### src/rtl/ifetch_ctrl.sv
// IF-stage fetch controller: owns the PC, addresses instruction memory and
// fills the IF/ID latch, sequencing start/halt/stall/redirect.
module ifetch_ctrl #(
    parameter int          MEM_WORDS = 128,
    parameter logic [31:0] RESET_PC  = 32'd0,
    parameter int          CNT_W     = 16
) (
    input  logic             clk,
    input  logic             rst,
    input  logic             start,
    input  logic             halt,
    input  logic             stall,
    input  logic             redirect_valid,
    input  logic [31:0]      redirect_pc,
    output logic [31:0]      mem_addr,
    input  logic [31:0]      mem_data,
    output logic [31:0]      inst,
    output logic [31:0]      npc,
    output logic             inst_valid,
    output logic             busy,
    output logic [CNT_W-1:0] fetch_cnt
);

    localparam logic [31:0] LP_WORDS = 32'(MEM_WORDS);

    typedef enum logic [1:0] {
        S_IDLE = 2'd0,
        S_RUN  = 2'd1,
        S_HALT = 2'd2
    } state_t;

    state_t           r_state;
    logic [31:0]      r_pc;
    logic [31:0]      r_inst;
    logic [31:0]      r_npc;
    logic             r_valid;
    logic             r_busy;
    logic [CNT_W-1:0] r_cnt;

    logic [31:0]      w_pc_plus1;
    logic [31:0]      w_pc_inc;
    logic [31:0]      w_redir_pc;

    // npc keeps the unwrapped pc+1; only the PC itself wraps
    assign w_pc_plus1 = r_pc + 32'd1;
    assign w_pc_inc   = (r_pc == LP_WORDS - 32'd1) ? 32'd0 : w_pc_plus1;
    assign w_redir_pc = redirect_pc % LP_WORDS;

    always_ff @(posedge clk) begin
        if (rst) begin
            r_state <= S_IDLE;
            r_pc    <= RESET_PC;
            r_inst  <= 32'd0;
            r_npc   <= 32'd0;
            r_valid <= 1'b0;
            r_busy  <= 1'b0;
            r_cnt   <= '0;
        end else begin
            case (r_state)
                S_IDLE: begin
                    r_pc    <= RESET_PC;
                    r_valid <= 1'b0;
                    if (start) begin
                        r_state <= S_RUN;
                        r_busy  <= 1'b1;
                    end
                end
                S_RUN: begin
                    if (redirect_valid) begin
                        r_pc    <= w_redir_pc;
                        r_valid <= 1'b0;
                    end else if (stall) begin
                        r_pc    <= r_pc;
                    end else if (halt) begin
                        // pc holds: the word at pc is fetched again on resume
                        r_state <= S_HALT;
                        r_busy  <= 1'b0;
                        r_valid <= 1'b0;
                    end else begin
                        r_inst  <= mem_data;
                        r_npc   <= w_pc_plus1;
                        r_valid <= 1'b1;
                        r_pc    <= w_pc_inc;
                        r_cnt   <= r_cnt + 1'b1;
                    end
                end
                S_HALT: begin
                    r_valid <= 1'b0;
                    if (redirect_valid) begin
                        r_pc <= w_redir_pc;
                    end
                    if (start) begin
                        r_state <= S_RUN;
                        r_busy  <= 1'b1;
                    end
                end
                default: begin
                    r_state <= S_IDLE;
                    r_busy  <= 1'b0;
                    r_valid <= 1'b0;
                end
            endcase
        end
    end

    assign mem_addr   = r_pc;
    assign inst       = r_inst;
    assign npc        = r_npc;
    assign inst_valid = r_valid;
    assign busy       = r_busy;
    assign fetch_cnt  = r_cnt;

endmodule
### config.mk
export PLATFORM = sky130hd
export DESIGN_NAME = ifetch_ctrl
export DESIGN_NICKNAME = d
export VERILOG_FILES = /design/src/rtl/ifetch_ctrl.sv
export SDC_FILE = /design/constraint.sdc
export NUM_CORES = 1
export LEC_CHECK = 0
export ABC_AREA = 1
export CAP_MARGIN = 20
export CELL_PAD_IN_SITES_DETAIL_PLACEMENT = 1
export CELL_PAD_IN_SITES_GLOBAL_PLACEMENT = 1
export CORE_AREA = 4 4 143 145
export CTS_BUF_LIST = sky130_fd_sc_hd__clkbuf_8
export DETAILED_ROUTE_END_ITERATION = 10
export DIE_AREA = 0 0 147 149
export PLACE_DENSITY_LB_ADDON = 0.1
export SLEW_MARGIN = 20
export SYNTH_ARGS = -nofsm -noshare
export SYNTH_HDL_FRONTEND = slang
export SYNTH_SLANG_ARGS = --single-unit
### constraint.sdc
create_clock -name clk -period 1.6 [get_ports clk]
set_clock_uncertainty 0.05 [all_clocks]
set_input_delay 0.32 -clock clk [delete_from_list [all_inputs] [get_ports clk]]
set_output_delay 0.32 -clock clk [all_outputs]
set_load 0.005 [all_outputs]
==> results of run 1 <==
registers in the layout, summed over array words and instances (netlist names):
name / count
inst: 32
r_state: 2
mem_addr: 32
npc: 32
inst_valid: 1
fetch_cnt: 16
busy: 1
power by group:
part           switching, W  internal, W  leakage [nW]
logic               0.00225      0.00223          3.57
registers          0.000113      0.00305         0.973
clock network       0.00141      0.00155         0.202
total               0.00377      0.00684          4.74
cell type report:
type	count	area (µm²)	area share, %
Clock inverter	11	125.1	1.186
Inverter	77	301.5	2.859
Tap cell	265	331.6	3.144
Multi-Input combinational cell	626	3810	36.12
Timing Repair Buffer	332	3246	30.77
Clock buffer	21	289.0	2.740
Sequential cell	116	2445	23.18
critical path, stage by stage (launching register included):
cell,delay (ns)
dfxtp_4,0.35
buf_6,0.13
inv_1,0.10
nor2_1,0.06
nand2_1,0.07
nor2_1,0.05
nand2_1,0.08
nor2_2,0.06
nor2_4,0.23
buf_6,0.20
nand3b_1,0.10
a21oi_1,0.15
worst paths after layout:
kind / from / endpoint / cells after the start
setup / recovery: mem_addr[6] / mem_addr[3] / 11
hold / removal: rst / fetch_cnt[14] / 5
setup reg to reg: mem_addr[6] / mem_addr[3] / 11
hold reg to reg: busy / busy / 2
per-layer routing:
layer / share of wire [%] / up-vias
met5: 0 / -
met4: 3.4 / 0
met3: 5.9 / 64
met2: 50 / 208
li1: - / 3355
met1: 40 / 3447
through the flow:
step / std cells / cell area [µm²] / total power (W) / setup TNS (ns) / utilization (%)
floorplan: 854 / 5674 / 0.004407 / 0 / -
global placement: 1340 / 8213 / 0.005566 / -26.65 / 42.76
detailed placement: 1340 / 8213 / 0.005596 / -31.17 / 42.76
CTS: 1420 / 9532 / 0.009989 / -0.7529 / 49.63
global route: 1448 / 10550 / 0.01102 / -9.660 / 54.92
finish: 1448 / 10550 / 0.01061 / -3.141 / 54.92
what timing repair did:
action,in CTS,in global routing
setup endpoints to repair,195,123
buffers inserted,42,19
endpoints found under the hold margin,0,0
cloned,9,9
pin swaps,50,100
resized for setup,312,261
synthesized netlist by cell type, types with 2 or more instances:
master | number | area [µm²]
clkbuf_1 | 15 | 56.30
inv_2 | 4 | 15.01
nand4_1 | 2 | 12.51
nor2_1 | 198 | 743.2
nand3_2 | 2 | 20.02
a22oi_1 | 6 | 45.04
buf_1 | 3 | 11.26
o21bai_1 | 2 | 15.01
a21oi_1 | 55 | 275.3
buf_2 | 13 | 65.06
xor2_1 | 5 | 43.79
nand2_2 | 7 | 43.79
buf_4 | 4 | 30.03
nor3_1 | 9 | 45.04
inv_1 | 73 | 274.0
nor2_2 | 9 | 56.30
o21ai_0 | 70 | 350.3
xnor2_1 | 3 | 26.28
dfxtp_1 | 116 | 2322
nand3b_1 | 8 | 60.06
ha_1 | 6 | 75.07
nor2_4 | 6 | 67.56
nand2_1 | 175 | 656.9
o21ai_1 | 8 | 40.04
nand3_1 | 46 | 230.2
cells by family (layout without fill, tap and decap cells):
kind of cell	count (synthesis)	in the layout
compound gates	144	144
xor+xnor	8	8
fa+ha+maj	6	6
buf+inv	112	441
flops	116	116
simple gates	468	468
==> impl_metrics.yaml, run 1 <==
status:
  status: "complete, but fails checks"
  violations: "negative setup slack"
worst_hold_path:
  hold_class: "input pin to flop"
global_route:
  grt_pass1_vias: 7245
  grt_max_degree: 63
  met2_usage_pct: 39.85
  grt_pass1_wl_um: 38280
  grt.total_usage_pct: 22.26
  met3_usage_pct: 6.411
  gr-usage-met1_pct: 25.77
  grt_busiest_layer: "met2"
  antenna_found_initial: 0
  grt-ovfl-total: 0
placement:
  gp_congestion: 0.8218
  portBuffers: 158
  pre_cts_slack_ns: -0.3668
  dp_hpwl_um: 15510
detailed_routing:
  num_vias: 7074
  final_antenna_net_count: 0
  routed_via_density: 4.885
  drtIter0Drc: 327
  wl_per_cell_um: 19.57
  wirelength_um: 28330
  dr.pass1.iters: 6
  remaining_drc_errors: 0
sta:
  report.final.slew_viol_count: 0
  max_freq_ghz: 0.5822
  rsz0062_at_grt: "yes"
  setup_viol: 52
  timing.final.crit_share_pct: 107.3
  relSlewSlack_pct: 68.14
  fin_crit_ns: 1.718
  hold_viol: 0
  whs_ns: 0.3456
  setup_ws_ns: -0.1175
  worst_slew_pin_slew_ns: 0.4779
final_layout:
  fillers: 2315
  final_cell_mix: "nor2_1, nand2_1, buf_4, dlygate4sd2_1, inv_1"
  syn2layout_area_growth_pct: 86.05
  antenna_cells: 0
  nets: 1246
  mostFrequentLayoutCell: "nor2_1"
  drive_gt1_share_pct: 41.17
cts:
  cts_buffers: 17
  cts-root-buf: "clkbuf_8"
  clock-sinks: 116
  cts_tree: "built"
  htreeDepth: 4
  ctsLongestPathBuffers: 2
  clk_latency_ns: 0.47
  clk_pin_slew_ns: 0.08
  cts_hold_buf: 0
die:
  ios: 184
  num_rows: 51
  die-area_um2: 21900
  die_h_um: 149
  die_x_um: 147
  start_util_pct: 29.52
  core_um2: 19210
synthesis:
  synthMuxAreaShare_pct: 0
  ys.flop_type: "dfxtp_1"
  syn-num-nets: 930
  synth_seq_cells: 116
  yosys.area_share.simple_pct: 35.16
  synth_top_family_by_area: "simple AND/OR/NAND/NOR gates"
  synth_xor_area_share_pct: 1.236
  synth_edf_count: 0
  yosysWarnings: 0
  synthCells: 854
  yosysSeqAreaShare_pct: 40.96
  synthArstFlopShare_pct: 0
  synthDistinctLibCells: 34
  syn_avg_cell_area_um2: 6.638
  synthAdderAreaFrac_pct: 1.324
  syn_area_um2: 5669
  synth_compound_area_share_pct: 13.35
worst_setup_path:
  arrival_ns: 2.05
  end_kind: "flop"
  r2r_setup_slack_ns: -0.12
  start_kind: "flop"
  critPathMaxFanout: 6
  crit_type: "flop to flop"
  cp.required_ns: 1.94
pwr:
  ir_drop_uv: 693.3
  power.leakage_nw: 4.744
  power.density_nw_per_um2: 1006
run:
  cap_violations: 0
No activity file was read; power rests on OpenSTA's default activity.
==> run 2: changes to the inputs <==
==> constraint.sdc (replaced) <==
create_clock -name clk -period 1.6 [get_ports clk]
set_clock_uncertainty 0.05 [all_clocks]
set_input_delay 0.48 -clock clk [delete_from_list [all_inputs] [get_ports clk]]
set_output_delay 0.48 -clock clk [all_outputs]
set_load 0.005 [all_outputs]
==> run 2 against run 1 <==
Against the previous run:
- the flow still finishes with violations (negative setup slack)
- sequential power is essentially flat
- routed wire length shrank 8.1%
- via count shrank 1.9%
- critical endpoint is now mem_addr[17]
- first-iteration DRC count shrank 4.6%
- critical path type unchanged
- largest cell class unchanged
==> impl_metrics.yaml, run 2 (synthesis results as in run 1) <==
global_route:
  grt-ovfl-total: 0
  grt_max_degree: 34
  antenna_found_initial: 0
  grt_pass1_vias: 7143
  grt.total_usage_pct: 21.58
  grt_pass1_wl_um: 37550
placement:
  dpl.cell_count: 1341
  gp_congestion: 0.8444
  portBuffers: 158
  postPlaceCellArea_um2: 8245
  dp_hpwl_um: 15570
cts:
  cts-root-buf: "clkbuf_8"
  htreeDepth: 4
  cts_hold_buf: 0
  clk_pin_slew_ns: 0.09
  cts_tree: "built"
  clock-sinks: 116
  ctsLongestPathBuffers: 2
  cts_buffers: 17
  clk_latency_ns: 0.47
detailed_routing:
  wl_per_cell_um: 17.93
  wirelength_um: 26050
  routed_via_density: 4.777
  num_vias: 6941
  final_antenna_net_count: 0
  dr.pass1.iters: 5
  remaining_drc_errors: 0
  drtIter0Drc: 312
status:
  violations: "negative setup slack"
  status: "complete, but fails checks"
worst_setup_path:
  cpLargestDelayFamily: "simple AND/OR/NAND/NOR gates"
  slowest_stage: "dfxtp_2"
  slowest_delay_ns: 0.34
  rr_worst_depth: 12
  end_kind: "flop"
  crit_chain: "buf_6 -> buf_6 -> nor2_4 -> nand2_2 -> nor2_2 -> nand2_2 -> nor2_4 -> nor2_4 -> buf_6 -> buf_16 -> nand3_2 -> a21oi_1"
  critPathMaxFanout: 6
  cp_num_cells: 12
  cp.required_ns: 1.88
  arrival_ns: 2.10
  critPathBufInv: 4
  crit_type: "flop to flop"
  start_kind: "flop"
sta:
  timing.final.crit_share_pct: 113.4
  max_freq_ghz: 0.5509
  setup_viol: 46
  worst_slew_pin_slew_ns: 0.3562
  fin_tns_setup_ns: -4.952
  rsz0062_at_grt: "yes"
  report.final.slew_viol_count: 0
  relSlewSlack_pct: 76.20
  fin_crit_ns: 1.815
  setup_ws_ns: -0.2151
  hold_viol: 0
pwr:
  clock_power_share_pct: 28.0
  power.density_nw_per_um2: 929.3
  power.leakage_nw: 4.503
  p_sw_w: 0.003564
  switching_share_pct: 36.36
  pwr-share-comb_pct: 39.6
  power.internal_w: 0.006239
  ir_drop_uv: 631.4
  p_seq_share_pct: 32.5
die:
  die_x_um: 147
  core_um2: 19210
  ios: 184
  die-area_um2: 21900
  start_util_pct: 29.52
  num_rows: 51
  die_h_um: 149
final_layout:
  final_cell_mix: "nor2_1, nand2_1, buf_4, inv_1, clkdlybuf4s15_1"
  seq_area_um2: 2507
  fillers: 2304
  antenna_cells: 0
  fin_cells: 1453
  nets: 1251
  syn2layout_area_growth_pct: 86.07
  drive_gt1_share_pct: 46.55
  final_cell_area_um2: 10550
  mostFrequentLayoutCell: "nor2_1"
  multi_input_area_um2: 3816
worst_hold_path:
  worstHoldPathCells: 3
  hold_class: "input pin to flop"
run:
  cap_violations: 0
[run 2: power by group through the flow]
| stage | Clock [W] | Combinational [W] | Sequential [W] |
|---|---|---|---|
| global route | 0.00294 | 0.00412 | 0.00321 |
| CTS | 0.00279 | 0.00345 | 0.00316 |
| detailed placement | 0 | 0.00249 | 0.00324 |
| global placement | 0 | 0.00245 | 0.00323 |
| floorplan | 0 | 0.00116 | 0.00325 |
| finish | 0.00274 | 0.00388 | 0.00318 |
[run 2: what timing repair did]
item,CTS,global route
gates resized for setup,435,321
endpoints found under the setup margin,208,178
buffers inserted,61,17
gates cloned,4,5
pin swaps,29,66
[run 2: path summary, 6_finish.rpt]
check,startpoint,end,slack [ns]
max,mem_addr[15],mem_addr[17],-0.22
min,rst,fetch_cnt[13],0.38
max reg2reg,mem_addr[15],mem_addr[17],-0.22
min reg2reg,npc[1],npc[1],0.42
[run 2: layout make-up]
cell class / instances / share of cell area [%]
Tap cell: 265 / 3.143
Multi-Input combinational cell: 626 / 36.18
Timing Repair Buffer: 337 / 30.46
Clock inverter: 15 / 1.400
Clock buffer: 17 / 2.218
Inverter: 77 / 2.835
Sequential cell: 116 / 23.77
[run 2: worst reg2reg max path: stages, from the launching register on]
cell and delay [ns]:
dfxtp_2 0.34, buf_6 0.12, buf_6 0.13, nor2_4 0.12, nand2_2 0.09, nor2_2 0.13
nand2_2 0.08, nor2_4 0.14, nor2_4 0.08, buf_6 0.13, buf_16 0.14, nand3_2 0.07
a21oi_1 0.07
[run 2: per-stage QoR]
step / util (%) / worst slack [ns] / hold WS, ns / power, W
floorplan: - / 0.01266 / 0.4064 / 0.004407
global placement: 42.93 / -0.4939 / 0.4012 / 0.005682
detailed placement: 42.93 / -0.5794 / 0.4125 / 0.005731
CTS: 50.32 / -0.1114 / 0.3610 / 0.009396
global route: 54.92 / -0.2708 / 0.3679 / 0.01027
finish: 54.92 / -0.2151 / 0.3823 / 0.009804
[run 2: per-layer routing]
metal	up-vias	GRT usage (%)	routed length, µm
met4	0	7.316	799
met1	3335	25.44	10690
met3	55	5.956	1484
li1	3360	-	-
met2	191	37.96	13070
met5	-	0	0
==> run 3: changes to the inputs <==
--- a/config.mk
+++ b/config.mk
@@ -15,2 +15,3 @@
 export DIE_AREA = 0 0 147 149
+export HOLD_SLACK_MARGIN = 0.1
 export PLACE_DENSITY_LB_ADDON = 0.1
--- a/constraint.sdc
+++ b/constraint.sdc
@@ -4,2 +4,2 @@
 set_output_delay 0.48 -clock clk [all_outputs]
-set_load 0.005 [all_outputs]
+set_load 0.02 [all_outputs]
==> run 3 against run 2 <==
Against the previous run:
- the run still ends with negative setup slack left
- register-to-register slack about the same
- final cell count decreased by 1.4%
- non-clock buffer count decreased by 23
- total power increased by 11%
- critical path depth decreased by 4
- core utilization decreased by 2.4 points
- critical path type unchanged
- largest cell class unchanged
- highest routed layer unchanged
==> impl_metrics.yaml, run 3 (synthesis results as in run 1) <==
worst_setup_path:
  arrival_ns: 2.14
  critPathBufInv: 2
  crit_type: "flop to flop"
  crit_chain: "buf_6 -> ha_4 -> a21oi_4 -> o21ai_4 -> nor2_8 -> clkbuf_16 -> nand3b_1 -> a21oi_1"
  cpLargestDelayFamily: "compound AO/OA/AOI/OAI gates"
  cp.required_ns: 1.94
  rr_worst_depth: 8
  r2r_setup_slack_ns: -0.20
  slowest_delay_ns: 0.38
  start_kind: "flop"
  critPathMaxFanout: 7
  rr_startpoint: "r_state[0]"
  end_kind: "flop"
  slowest_stage: "dfxtp_4"
  reg2reg_to: "mem_addr[11]"
final_layout:
  nets: 1229
  final_cell_area_um2: 10090
  mostFrequentLayoutCell: "nor2_1"
  final_cell_mix: "nor2_1, nand2_1, buf_4, buf_2, dfxtp_1"
  syn2layout_area_growth_pct: 78.06
  finish.utilization_pct: 52.56
  drive_gt1_share_pct: 47.77
cts:
  clock-sinks: 116
  cts-root-buf: "clkbuf_8"
  clk_pin_slew_ns: 0.08
  ctsLongestPathBuffers: 2
  htreeDepth: 4
  cts_buffers: 17
  clk_latency_ns: 0.47
  cts_tree: "built"
sta:
  hold_viol: 0
  max_freq_ghz: 0.5547
  setup_viol: 73
  relSlewSlack_pct: 75.19
  setup_ws_ns: -0.2029
  fin_tns_setup_ns: -5.681
  timing.final.crit_share_pct: 112.7
  fin_crit_ns: 1.803
  report.final.slew_viol_count: 0
  worst_slew_pin_slew_ns: 0.3722
  rsz0062_at_grt: "yes"
detailed_routing:
  routed_via_density: 4.762
  num_vias: 6819
  drtIter0Drc: 237
  remaining_drc_errors: 0
  final_antenna_net_count: 0
  wl_per_cell_um: 17.80
  dr.pass1.iters: 4
  wirelength_um: 25490
die:
  die-area_um2: 21900
  ios: 184
  core_um2: 19210
  die_h_um: 149
  num_rows: 51
  start_util_pct: 29.52
  die_x_um: 147
pwr:
  ir_drop_uv: 533.1
  power.density_nw_per_um2: 1075
  power.leakage_nw: 4.390
global_route:
  grt-ovfl-total: 0
  grt_pass1_wl_um: 35150
  grt_pass1_vias: 6532
  antenna_found_initial: 1
  grt_max_degree: 53
  grt.total_usage_pct: 20.32
worst_hold_path:
  worstHoldPathCells: 3
  hold_class: "input pin to flop"
  min_to: "inst_valid"
  min_from: "stall"
placement:
  dp_hpwl_um: 15490
  gp_congestion: 0.8252
  portBuffers: 158
  postPlaceCellArea_um2: 8283
status:
  status: "complete, but fails checks"
  violations: "negative setup slack"
run:
  cap_violations: 0
-- run 3: cell count changes in the layout (fill, tap and decap cells not counted), moves of 10 or more --
cell | before | now
buf_2 | 7 | 75
clkdlybuf4s15_1 | 65 | 0
dfxtp_1 | 24 | 71
dfxtp_2 | 64 | 21
clkbuf_2 | 25 | 0
o21ai_0 | 42 | 19
nor2_4 | 42 | 28
o21ai_1 | 26 | 39
a21oi_1 | 41 | 30
a21oi_2 | 14 | 25
buf_6 | 60 | 49
o21ai_2 | 9 | 20
nor2_1 | 150 | 160
-- run 3: final cells by class --
type,instances,area [µm²]
fill,2317,9112
tap,265,331.6
clock inverter,14,221.5
sequential,116,2439
timing repair buffer,314,2819
clock buffer,18,247.7
multi-input combinational,627,3735
antenna,1,2.502
inverter,77,299.0
-- run 3: metal layers --
| layer | up-vias | GRT usage (%) | wire, µm |
|---|---|---|---|
| met5 | - | 0 | 0 |
| met1 | 3293 | 24.07 | 10380 |
| met2 | 155 | 35.81 | 13190 |
| met4 | 0 | 6.384 | 671 |
| met3 | 48 | 5.652 | 1243 |
| li1 | 3323 | - | - |
-- run 3: per-stage QoR --
stage               power, W  setup slack, ns  std cells  hold WS, ns
detailed placement  0.005913          -0.5684       1341       0.4171
CTS                  0.01004          -0.1303       1393       0.3594
floorplan           0.004574        -0.002088        854       0.4304
finish               0.01085          -0.2029       1432       0.3654
global route         0.01131          -0.2399       1432       0.3753
global placement    0.005880          -0.5180       1341       0.4038
-- run 3: worst min-delay path, stage by stage --
cell            delay (ns)
dlymetal6s2s_1        0.16
a21oi_1               0.16
nor3_1                0.05
-- run 3: how the worst max path moves through the flow --
stage | startpoint | to | slack (ns) | cells after the start
2_1_floorplan | mem_addr[0] | npc[24] | -0.002 | 10
3_3_place_gp | redirect_valid | fetch_cnt[10] | -0.52 | 10
3_5_place_dp | redirect_valid | mem_addr[14] | -0.57 | 9
4_1_cts | r_state[0] | mem_addr[5] | -0.13 | 8
5_1_grt | r_state[0] | mem_addr[6] | -0.24 | 9
6_report | r_state[0] | mem_addr[11] | -0.20 | 8
-- run 3: repair_timing --
item,4_1_cts,5_1_grt
buffers inserted,16,31
gates resized for setup,626,272
hold buffers,0,0
pin swaps,22,82
setup endpoints to repair,188,141
gates cloned,4,9
-- run 3: power by group --
part,switching [W],internal [W]
Combinational,0.00227,0.00205
Clock,0.00143,0.00191
Sequential,0.000140,0.00304
Total,0.00385,0.00701
